### config.mk
export PLATFORM = sky130hd
export DESIGN_NAME = fetch_sequencer
export DESIGN_NICKNAME = d
export VERILOG_FILES = /design/src/rtl/fetch_sequencer_pkg.sv /design/src/rtl/fetch_sequencer_sat_counter.sv /design/src/rtl/fetch_sequencer.sv
export SDC_FILE = /design/constraint.sdc
export NUM_CORES = 1
export LEC_CHECK = 0
export ABC_AREA = 0
export CORE_MARGIN = 2
export CORE_UTILIZATION = 44
export DETAILED_ROUTE_END_ITERATION = 8
export HOLD_SLACK_MARGIN = 0.15
export PLACE_DENSITY = 0.84
export SYNTH_ARGS = -nofsm -noshare
export SYNTH_HDL_FRONTEND = slang
export SYNTH_HIERARCHICAL = 1
export SYNTH_SLANG_ARGS = --single-unit
### constraint.sdc
create_clock -name clk -period 2.3 [get_ports clk]
set_clock_uncertainty 0.05 [all_clocks]
set_input_delay 0.46 -clock clk [delete_from_list [all_inputs] [get_ports clk]]
set_output_delay 0.46 -clock clk [all_outputs]
set_load 0.01 [all_outputs]
### src/rtl/fetch_sequencer_pkg.sv
// Shared core definitions: PC/instruction widths, reset vector, fetch FSM
// encoding and branch opcodes used by fetch, decode and the branch unit.
package fetch_sequencer_pkg;

    localparam int PC_W    = 19;
    localparam int INSTR_W = 32;

    localparam logic [PC_W-1:0] RESET_PC = 19'h00000;

    typedef enum logic [1:0] {
        ST_BOOT  = 2'd0,
        ST_FETCH = 2'd1,
        ST_HOLD  = 2'd2,
        ST_DRAIN = 2'd3
    } fetch_state_e;

    // Unconditional jump and the two conditional branch opcodes.
    localparam logic [4:0] OP_JMP  = 5'b01010;
    localparam logic [4:0] OP_BRC0 = 5'b01011;
    localparam logic [4:0] OP_BRC1 = 5'b01100;

    // Word-addressed sequential successor; wraps at the top of the space.
    function automatic logic [PC_W-1:0] pc_next(input logic [PC_W-1:0] pc);
        return pc + {{(PC_W-1){1'b0}}, 1'b1};
    endfunction

endpackage

### src/rtl/fetch_sequencer_sat_counter.sv
// Saturating event counter: counts enabled cycles and sticks at all-ones.
module sat_counter #(
    parameter int W = 16
) (
    input  logic         clk,
    input  logic         rst_n,
    input  logic         i_inc,
    output logic [W-1:0] o_count
);

    logic [W-1:0] r_count;

    // Increment on enable unless already saturated
    always_ff @(posedge clk or negedge rst_n) begin
        if (!rst_n) begin
            r_count <= {W{1'b0}};
        end else if (i_inc && (r_count != {W{1'b1}})) begin
            r_count <= r_count + {{(W-1){1'b0}}, 1'b1};
        end else begin
            r_count <= r_count;
        end
    end

    assign o_count = r_count;

endmodule

### src/rtl/fetch_sequencer.sv
// Program-counter sequencer and instruction-fetch controller: owns the PC,
// runs the imem req/ack handshake and applies taken-branch redirects from EX.
module fetch_sequencer
    import fetch_sequencer_pkg::*;
#(
    parameter int CNT_W = 16
) (
    input  logic               clk,
    input  logic               rst_n,
    input  logic               stall_i,
    input  logic               br_valid_i,
    input  logic               br_taken_i,
    input  logic [PC_W-1:0]    br_target_i,
    output logic               imem_req_o,
    output logic [PC_W-1:0]    imem_addr_o,
    input  logic               imem_ack_i,
    input  logic [INSTR_W-1:0] imem_rdata_i,
    output logic               if_valid_o,
    output logic [INSTR_W-1:0] if_instr_o,
    output logic [PC_W-1:0]    if_pc_o,
    output logic               flush_o,
    output logic [CNT_W-1:0]   taken_cnt_o
);

    fetch_state_e        r_state;
    logic [PC_W-1:0]     r_pc;
    logic [PC_W-1:0]     r_addr;
    logic                r_req;
    logic                r_valid;
    logic [INSTR_W-1:0]  r_instr;
    logic [PC_W-1:0]     r_if_pc;
    logic                r_flush;

    logic                w_redirect;
    logic                w_out_busy;
    logic                w_req;
    logic                w_accept;

    assign w_redirect = br_valid_i & br_taken_i & (r_state != ST_BOOT);
    assign w_out_busy = r_valid & stall_i;
    // Masking the request while decode holds a live instruction keeps memory
    // from ever returning data into an occupied output register.
    assign w_req      = r_req & ~w_out_busy;
    assign w_accept   = w_req & imem_ack_i;

    // Sequencer FSM together with the PC, request and IF output registers
    always_ff @(posedge clk or negedge rst_n) begin
        if (!rst_n) begin
            r_state <= ST_BOOT;
            r_pc    <= RESET_PC;
            r_addr  <= RESET_PC;
            r_req   <= 1'b0;
            r_valid <= 1'b0;
            r_instr <= {INSTR_W{1'b0}};
            r_if_pc <= {PC_W{1'b0}};
            r_flush <= 1'b0;
        end else begin
            r_flush <= w_redirect;
            if (w_redirect) begin
                // r_pc becomes the pending target; a live unacked request must drain first
                r_valid <= 1'b0;
                r_pc    <= br_target_i;
                r_req   <= 1'b1;
                if (w_req && !imem_ack_i) begin
                    r_state <= ST_DRAIN;
                    r_addr  <= r_addr;
                end else begin
                    r_state <= ST_FETCH;
                    r_addr  <= br_target_i;
                end
            end else begin
                case (r_state)
                    ST_BOOT: begin
                        r_state <= ST_FETCH;
                        r_req   <= 1'b1;
                        r_addr  <= r_pc;
                    end
                    ST_FETCH, ST_HOLD: begin
                        if (w_accept) begin
                            r_state <= ST_FETCH;
                            r_instr <= imem_rdata_i;
                            r_if_pc <= r_addr;
                            r_valid <= 1'b1;
                            r_pc    <= pc_next(r_addr);
                            r_addr  <= pc_next(r_addr);
                        end else if (w_out_busy) begin
                            r_state <= ST_HOLD;
                        end else begin
                            r_state <= ST_FETCH;
                            r_valid <= 1'b0;
                        end
                    end
                    ST_DRAIN: begin
                        if (imem_ack_i) begin
                            r_state <= ST_FETCH;
                            r_addr  <= r_pc;
                        end else begin
                            r_state <= ST_DRAIN;
                        end
                    end
                    default: begin
                        r_state <= ST_BOOT;
                        r_req   <= 1'b0;
                        r_valid <= 1'b0;
                        r_pc    <= RESET_PC;
                        r_addr  <= RESET_PC;
                    end
                endcase
            end
        end
    end

    sat_counter #(
        .W(CNT_W)
    ) u_taken_cnt (
        .clk     (clk),
        .rst_n   (rst_n),
        .i_inc   (w_redirect),
        .o_count (taken_cnt_o)
    );

    assign imem_req_o  = w_req;
    assign imem_addr_o = r_addr;
    assign if_valid_o  = r_valid;
    assign if_instr_o  = r_instr;
    assign if_pc_o     = r_if_pc;
    assign flush_o     = r_flush;

endmodule

# Yosys cells after proc, flatten, opt, wreduce, memory -nomap -nowiden
# Index checks and enable logic that the tools add are counted.
# word_totals
reg_bits	110
inputBits	57
out_inout_bits	89
wordCells	58
# op_classes
addsub	2
eq_ne	8
mux	19
bitwise_logic	7
n_reduce_logical	13
# op_table
op	count
$mux W19	6
$pmux W19 S3	1
$add A19 B1 Y19 const B	1
$add A16 B1 Y16 const B	1
$ne A16 B16 Y1 const B	1
$mux W2	5
$reduce_bool A2 Y1	4
$mux W1	6
$ne A3 B2 Y1 const B	2
$pmux W2 S3	1
$reduce_and A3 Y1	2
$and A1 B1 Y1	5
$eq A2 B2 Y1 const B	2
$reduce_and A2 Y1	2
$ne A3 B1 Y1 const B	1
$eq A2 B1 Y1 const B	1
$logic_and A1 B1 Y1	2
$logic_not A2 Y1	1
$ne A2 B2 Y1 const B	1
$not A1 Y1	2
$reduce_or A2 Y1	1
$logic_not A1 Y1	1

# Depth between registers and ports, before layout
# depth
depth_word	7
ltp_mapped	11
ltp_nobuf	8

# Modules after synthesis
# Netlist, hierarchy kept.
# by_module_without_submodules
mod	n_inst	cells_each	area_per_inst_um2	seq_area_each_um2
fetch_sequencer	1	502	4544.4	2352.3
sat_counter	1	72	859.6	400.4

# Worst setup path before layout
# OpenSTA, ideal clock, no wires.
# synth_timing
path_kind	register to register
start	register r_state[0]
end	register u_taken_cnt.r_count[5], in the netlist u_taken_cnt/o_count[5]
setup_time_ns	0.119
arrival_time_ns	2.260
required_ns	2.131
setup_slack_ns	-0.129
stages_incl_launch_ff	12
path_buffers	3
period_less_slack_ns	2.429
cell_sequence	dfrtp_1 inv_1 ha_1 nand3b_1 buf_4 inv_4 buf_4 clkbuf_1 and3_1 and4_2 o211ai_1 o21a_1
# synth_between
elab_chain_len	3
# synth_lines
item	line_no	source
from (decl)	fetch_sequencer.sv:25	fetch_state_e r_state;
from (signal assigned)	fetch_sequencer.sv:49	r_state <= ST_BOOT;
from (signal assigned)	fetch_sequencer.sv:65	r_state <= ST_DRAIN;
from (signal assigned)	fetch_sequencer.sv:68	r_state <= ST_FETCH;
$reduce_bool A2 Y1	fetch_sequencer.sv:39	assign w_redirect = br_valid_i & br_taken_i & (r_state != ST_BOOT);
$and A1 B1 Y1	fetch_sequencer.sv:39	
via w_redirect	fetch_sequencer.sv:34	logic w_redirect;
$logic_and A1 B1 Y1	fetch_sequencer_sat_counter.sv:17	end else if (i_inc && (r_count != {W{1'b1}})) begin
to (signal assigned)	fetch_sequencer_sat_counter.sv:16	r_count <= {W{1'b0}};
to (signal assigned)	fetch_sequencer_sat_counter.sv:18	r_count <= r_count + {{(W-1){1'b0}}, 1'b1};
to (signal assigned)	fetch_sequencer_sat_counter.sv:20	r_count <= r_count;
to (decl)	fetch_sequencer_sat_counter.sv:11	logic [W-1:0] r_count;
# The timed path passes the listed nets, and every way through them passes these cells.
# A chain may end at the register's enable or synchronous reset.

# Worst setup path after layout
# layout_timing
start	register r_state[0]
end	register u_taken_cnt.r_count[14], in the netlist u_taken_cnt/o_count[14]
# layout_between
elab_chain_len	3
# layout_lines
item	line_no
$reduce_bool A2 Y1	fetch_sequencer.sv:39
$and A1 B1 Y1	fetch_sequencer.sv:39
$logic_and A1 B1 Y1	fetch_sequencer_sat_counter.sv:17
# No other way between the ends.

==> results_dict.tcl <==
set metrics [dict create \
    synth_area_per_cell_um2 9.41 \
    min_period_ns 2.10 \
    m1WireLength_mm 6.65 \
    netlist.area_leader.share 0.509 \
    r2r_setup_slack_ns 0.20 \
    synth-adder-area-share 0.00926 \
    synth_compound_area_frac 0.157 \
    drtPass1Iterations 7 \
    fin_crit_sh 0.913 \
    min_path_type "flop to flop" \
    async_flop_share 1.00 \
    synth_top_family_by_area "simple AND/OR/NAND/NOR gates" \
    multi_input_area_um2 2490 \
    fmaxAchievable_mhz 476 \
    gp_congestion 0.833 \
    yosysSeqAreaShare 0.509 \
    worst_slack_ns 0.200 \
    arrival_ns 2.28 \
    timing.critical_path.max_delay_family "simple AND/OR/NAND/NOR gates" \
    drc 0 \
    grt_remaining_overflow 0 \
    first_global_vias 5039 \
    reg2reg_depth 9 \
    ir_worst_vdd_mv 0.553 \
    drive_above_1_share 0.103 \
    clkPwrFrac 0.158 \
    critPathLaunchType "flop" \
    drtAntennaViolNets 0 \
    synth_nets 635 \
    viasPerCell 5.53 \
    finalSetupViolations 0 \
    status "complete, no violations" \
    setup.worst_path.end_class "flop" \
    crit_chain "inv_1, ha_1, nand3b_1, inv_4, buf_4, nand2_1, nor4_4, nand4_1, xnor2_1" \
    grt_pass1_wl_mm 24.7 \
    grt_max_degree 42 \
    crit_type "flop to flop" \
    pwr-share-comb 0.492 \
    max_slew_margin 0.493 \
    synth_top_cell_by_area "dfrtp_1" \
    max_cap_viol_count 0 \
    fill_cells 998 \
    worst_pin_slew_ns 0.758 \
    p_seq_frac 0.350 \
    synth_edf_count 0 \
    hold_viol 0 \
    synth_ff_type "dfrtp_1" \
    num_io_pins 146 \
    num_vias 4888 \
    max_stage_delay_ns 0.35 \
    wl_per_cell_um 17.1 \
    ys_types 67 \
    tns_ns 0 \
    clk_pin_slew_ns 0.07 \
    crit_cells 9 \
    die_w_um 115 \
    synthMuxAreaShare 0.00394 \
    cts_tree "done" \
    groute.usage.overall 0.235 \
    synth_common_cells "189 x nand2_1, 110 x dfrtp_1, 27 x a21oi_1, 24 x nor2_1, 18 x buf_2" \
    yosys.area_share.simple 0.250 \
    area_growth_syn_to_layout_pct 38.4 \
    place_ws_ns -0.366 \
    leakagePower_nw 3.39 \
    top_layer_used "met4" \
    n_antenna_cell 0 \
    antenna_found_initial 0 \
    drt-total-wl_mm 15.2 \
    cp_slowest_cell "dfrtp_1" \
    intPower_mw 6.23 \
    rows 40 \
    ctsRootBufferMaster "clkbuf_16" \
    reg2reg_from "r_state[0]$_DFF_PN0_" \
    clock_latency_ns 0.35 \
    power_mw 10.2 \
    initial_core_util 0.450 \
    p_sw_mw 4.01 \
    dr_wl_met3_um 856 \
    switching_share 0.392 \
    cellPowerDensity_nw_per_um2 1370 \
    drt_iter0_drc 350 \
    ys_ff_latch 110 \
    required_ns 2.48 \
    placed_cell_area_um2 7150 \
    synth_cells 574 \
    wl_met2_mm 7.39 \
    grt_setup_unrepaired "no" \
    nets 793 \
    post-cts-setup-buffers 0 \
    synth_area_leaders "dfrtp_1 51%, nand2_1 13%, xnor2_1 2.6%, a21oi_1 2.5%, buf_2 1.7%" \
    die_area_um2 13200 \
    ys_warn_count 6 \
    synth_area_um2 5400 \
    core_area_um2 12000 \
    dp_hpwl_mm 10.5 \
    crit_end "u_taken_cnt/o_count[14]$_DFFE_PN0P_" \
    startpoint "r_state[0]$_DFF_PN0_" \
    fp.dieH_um 115 \
    synthXorXnorAreaFrac 0.0373 \
    whs_ns 0.429 \
    cts_sinks 110 \
    seq_area_um2 2750 \
    cts_buffers 9 \
    io_buffers 145 \
    cts_buffer_depth 2 \
    final_area_um2 7480 \
    crit_fanout 7 \
    rr_endpoint "u_taken_cnt/o_count[14]$_DFFE_PN0P_" \
    slew_violations 0 \
    cts.htree.levels 3 \
    yosysMostFrequentCell "nand2_1" \
    critPathBufInv 3 \
]
how the worst min path moves through the flow:
| stage | depth (start not counted) | start | slack, ns | endpoint |
|---|---|---|---|---|
| after floorplan | 0 | rst_n | 0.11 | flush_o$_DFF_PN0_ |
| after global placement | 2 | if_pc_o[5]$_DFFE_PN0P_ | 0.41 | if_pc_o[5]$_DFFE_PN0P_ |
| after detailed placement | 2 | if_instr_o[17]$_DFFE_PN0P_ | 0.41 | if_instr_o[17]$_DFFE_PN0P_ |
| after CTS | 2 | if_instr_o[17]$_DFFE_PN0P_ | 0.43 | if_instr_o[17]$_DFFE_PN0P_ |
| after global routing | 2 | if_instr_o[2]$_DFFE_PN0P_ | 0.46 | if_instr_o[2]$_DFFE_PN0P_ |
| final | 2 | if_instr_o[8]$_DFFE_PN0P_ | 0.43 | if_instr_o[8]$_DFFE_PN0P_ |
worst min-delay path, stage by stage, from the launching register on:
cell and delay, ns:
dfrtp_1 0.34, nand2_1 0.05, nand2_1 0.05
power by group through the flow:
stage | logic [mW] | clock network [mW] | registers [mW]
6_report | 5.03 | 1.62 | 3.59
5_1_grt | 5.50 | 1.73 | 3.72
4_1_cts | 5.05 | 1.64 | 3.57
3_5_place_dp | 4.99 | 0 | 3.60
3_3_place_gp | 4.80 | 0 | 3.55
2_1_floorplan | 2.49 | 0 | 3.74
layout by cell type, fill, tap and decap left out, types with 6 or more instances in the layout:
cell,instances
xor2_1,7
o21ai_0,15
and3_1,9
o21a_1,9
a31oi_1,9
o211ai_1,7
nand2_1,189
a21oi_1,27
a21o_1,6
dfrtp_1,110
nand3_1,15
o21ai_1,6
o22a_1,6
clkbuf_16,9
nand4_1,8
buf_4,25
nor2_1,24
clkdlybuf4s50_1,143
xnor2_1,16
sequential cells by signal (all words and copies together), names as in the netlist:
name,cells
r_pc,19
if_valid_o,1
r_req,1
imem_addr_o,19
flush_o,1
if_instr_o,32
if_pc_o,19
u_taken_cnt/o_count,16
r_state,2
per-stage QoR:
step / instances / util
2_1_floorplan: 574 / -
3_3_place_gp: 866 / 0.595
3_5_place_dp: 866 / 0.595
4_1_cts: 884 / 0.622
5_1_grt: 884 / 0.623
6_report: 884 / 0.623
final cells by class:
class | instances | area share
flip-flops and latches | 110 | 0.368
clock inverters | 6 | 0.00920
multi-input cells | 430 | 0.333
clock buffers | 10 | 0.0320
repair buffers | 174 | 0.230
inverters | 7 | 0.00385
well taps | 147 | 0.0246
cells by family (layout without fill, tap and decap cells):
family,Yosys count,after routing
XOR/XNOR,23,23
AO/OA/AOI/OAI,120,120
adder cells (fa/ha/maj),4,4
buffers and inverters,35,197
AND/OR/NAND/NOR,280,281
multiplexers,2,2
flip-flops,110,110
timing repair:
item | CTS | global route
endpoints found under the hold margin | 38 | 0
pin swaps | 1 | 0
hold buffers | 1 | 0
setup endpoints to repair | 11 | 25
cloned | 1 | 0
resized for setup | 1 | 1
layer usage:
metal	GRT usage	vias to the layer above
li1	-	2292
met1	0.307	2379
met2	0.399	190
met3	0.0443	27
met4	0.0723	0
met5	0	-
(Power assumes the default switching activity.)
==> edit (same settings) <==
Set the package constant `INSTR_W` to 64 (it was 32).
--- a/src/rtl/fetch_sequencer_pkg.sv
+++ b/src/rtl/fetch_sequencer_pkg.sv
@@ -3,7 +3,7 @@
 package fetch_sequencer_pkg;
 
     localparam int PC_W    = 19;
-    localparam int INSTR_W = 32;
+    localparam int INSTR_W = 64;
 
     localparam logic [PC_W-1:0] RESET_PC = 19'h00000;
 
Interface: changed (resized if_instr_o and imem_rdata_i); port bits go from 146 to 210. No check against the original RTL was run, so the function may have changed too.
==> edit against the unedited design <==
Area after synthesis rose by 23%. Power grew 35%. Sequential power rose by 26%. Setup slack got worse by 0.046 ns. Core utilization increased by 4.2 points. Sequential cell count grew 32. Fmax decreased by 2.1%. Design area rose by 30%. Routed wire length rose by 20%. Highest routed layer unchanged.
==> edit: results (changes against the unedited design) <==
| Metric | Value |
|---|---|
| WP data arrival | 1.64 ns (-0.64 ns) |
| Flop pwr share | 32.7% (-2.3 points) |
| Top post-synthesis cells by area | dfrtp_1 (53%), nand2_1 (16%), xnor2_1 (2.1%) |
| Met3 usage | 4.73% (+0.30 points) |
| Crit. Startpoint | imem_addr_o[11] |
| Crit-path slowest cell | clkdlybuf4s50_1 |
| First-pass GRT wire length | 29.3 mm (+19%) |
| Outcome | completed |
| Inserted Clock Buffers | 17 (+8) |
| Metal-1 WL | 7.77 mm (+17%) |
| Post-Synthesis Cells | 710 (+24%) |
| H-tree levels | 4 (+1) |
| Metal2 WL | 8.86 mm (+20%) |
| Mapped Nets | 803 (+26%) |
| Largest net degree at the start of global routing | 56 (+33%) |
| Leak | 4.51 nW (+33%) |
| GPL Wtd Cong | 0.901 (+8.1%) |
| Placed insts | 1096 (+27%) |
| Worst path max stage delay | 0.64 ns (+0.29 ns) |
| Worst Path Max Fanout | 11 (+4) |
| R2R Setup Slk | 0.22 ns (+0.02 ns) |
| Pre-CTS setup slack | -0.0302 ns (+0.336 ns) |
| Compound-cell area share of the yosys netlist | 12.7% (-3.0 points) |
| R2r endpoint | u_taken_cnt/o_count[15] |
| Post-DP Area | 9080 µm² (+27%) |
| Tot GR Track Use | 22.9% (-0.61 points) |
| Post-DP HPWL | 12.9 mm (+23%) |
| Post-synthesis xor/xnor area fraction | 3.02% (-0.71 points) |
| Routed length per placed instance | 16.0 µm (-6.4%) |
| Worst-path clk slew | 0.06 ns |
| Worst Hold End | if_instr_o[61] |
| Fill cells | 1147 (+15%) |
| Layout Nets | 1025 (+29%) |
| Mux cell area share after synthesis | 0.319% (-0.075 points) |
| DR iter-0 viols | 459 (+31%) |
| Most frequent cells after synthesis | nand2_1 (286), dfrtp_1 (142), a21oi_1 (27), nor2_1 (25), o21ai_0 (18) |
| First-pass detailed-route iteration total | 5 (-2) |
| HP Start | if_instr_o[61] |
| Share of total power in combinational logic | 45.9% (-3.3 points) |
| Via count | 5947 (+22%) |
| Vias in the first global route | 5782 (+15%) |
| Actual slew at the worst max-slew pin | 0.495 ns (-0.264 ns) |
| M1 GR Usage | 29.7% (-1.0 points) |
| Count of input and output buffers | 209 (+44%) |
| Peak supply drop | 0.740 mV (+34%) |
| Synth unique cells | 66 (-1.5%) |
| GR Layer Usage met2 | 38.2% (-1.7 points) |
| Sequential area share after synthesis | 53.3% (+2.4 points) |
| Max FFs per register | 64 (+100%) |
| Sw Share | 36.2% (-3.0 points) |
| Post-Route WL | 18.1 mm (+20%) |
| Adder-Cell Fraction of Synth Area | 0.751% (-0.18 points) |
| Layout cells sized above 1 | 9.74% (-0.58 points) |
| DR WL met3 | 1.10 mm (+28%) |
| Post-synthesis async set-or-reset flop share | 100% (unchanged) |
[edit: cell types whose count changed after synthesis, moves of 3 or more]
cell	unedited run	this run
buf_6	1	5
buf_2	18	7
o21ai_0	15	18
buf_4	4	17
nand2_1	189	286
dfrtp_1	110	142
[edit: stage by stage]
step           hold slack (ns)  total power [mW]
4_1_cts                  0.425              13.9
6_report                 0.420              13.8
5_1_grt                  0.437              14.7
3_3_place_gp             0.394              10.7
3_5_place_dp             0.392              10.9
2_1_floorplan            0.114              7.80
[edit: what timing repair did]
item | 4_1_cts | 5_1_grt
hold buffers | 1 | 0
endpoints found under the hold margin | 47 | 0
gates resized for setup | 1 | 0
endpoints found under the setup margin | 1 | 0
[edit: area by class of cell]
cell class,count,area (µm²),area share [%]
flip-flops and latches,142,3550,36.5
multi-input cells,525,2850,29.2
repair buffers,239,2430,25.0
clock buffers,22,484,4.98
well taps,184,230,2.37
clock inverters,10,159,1.63
inverters,7,26.3,0.270
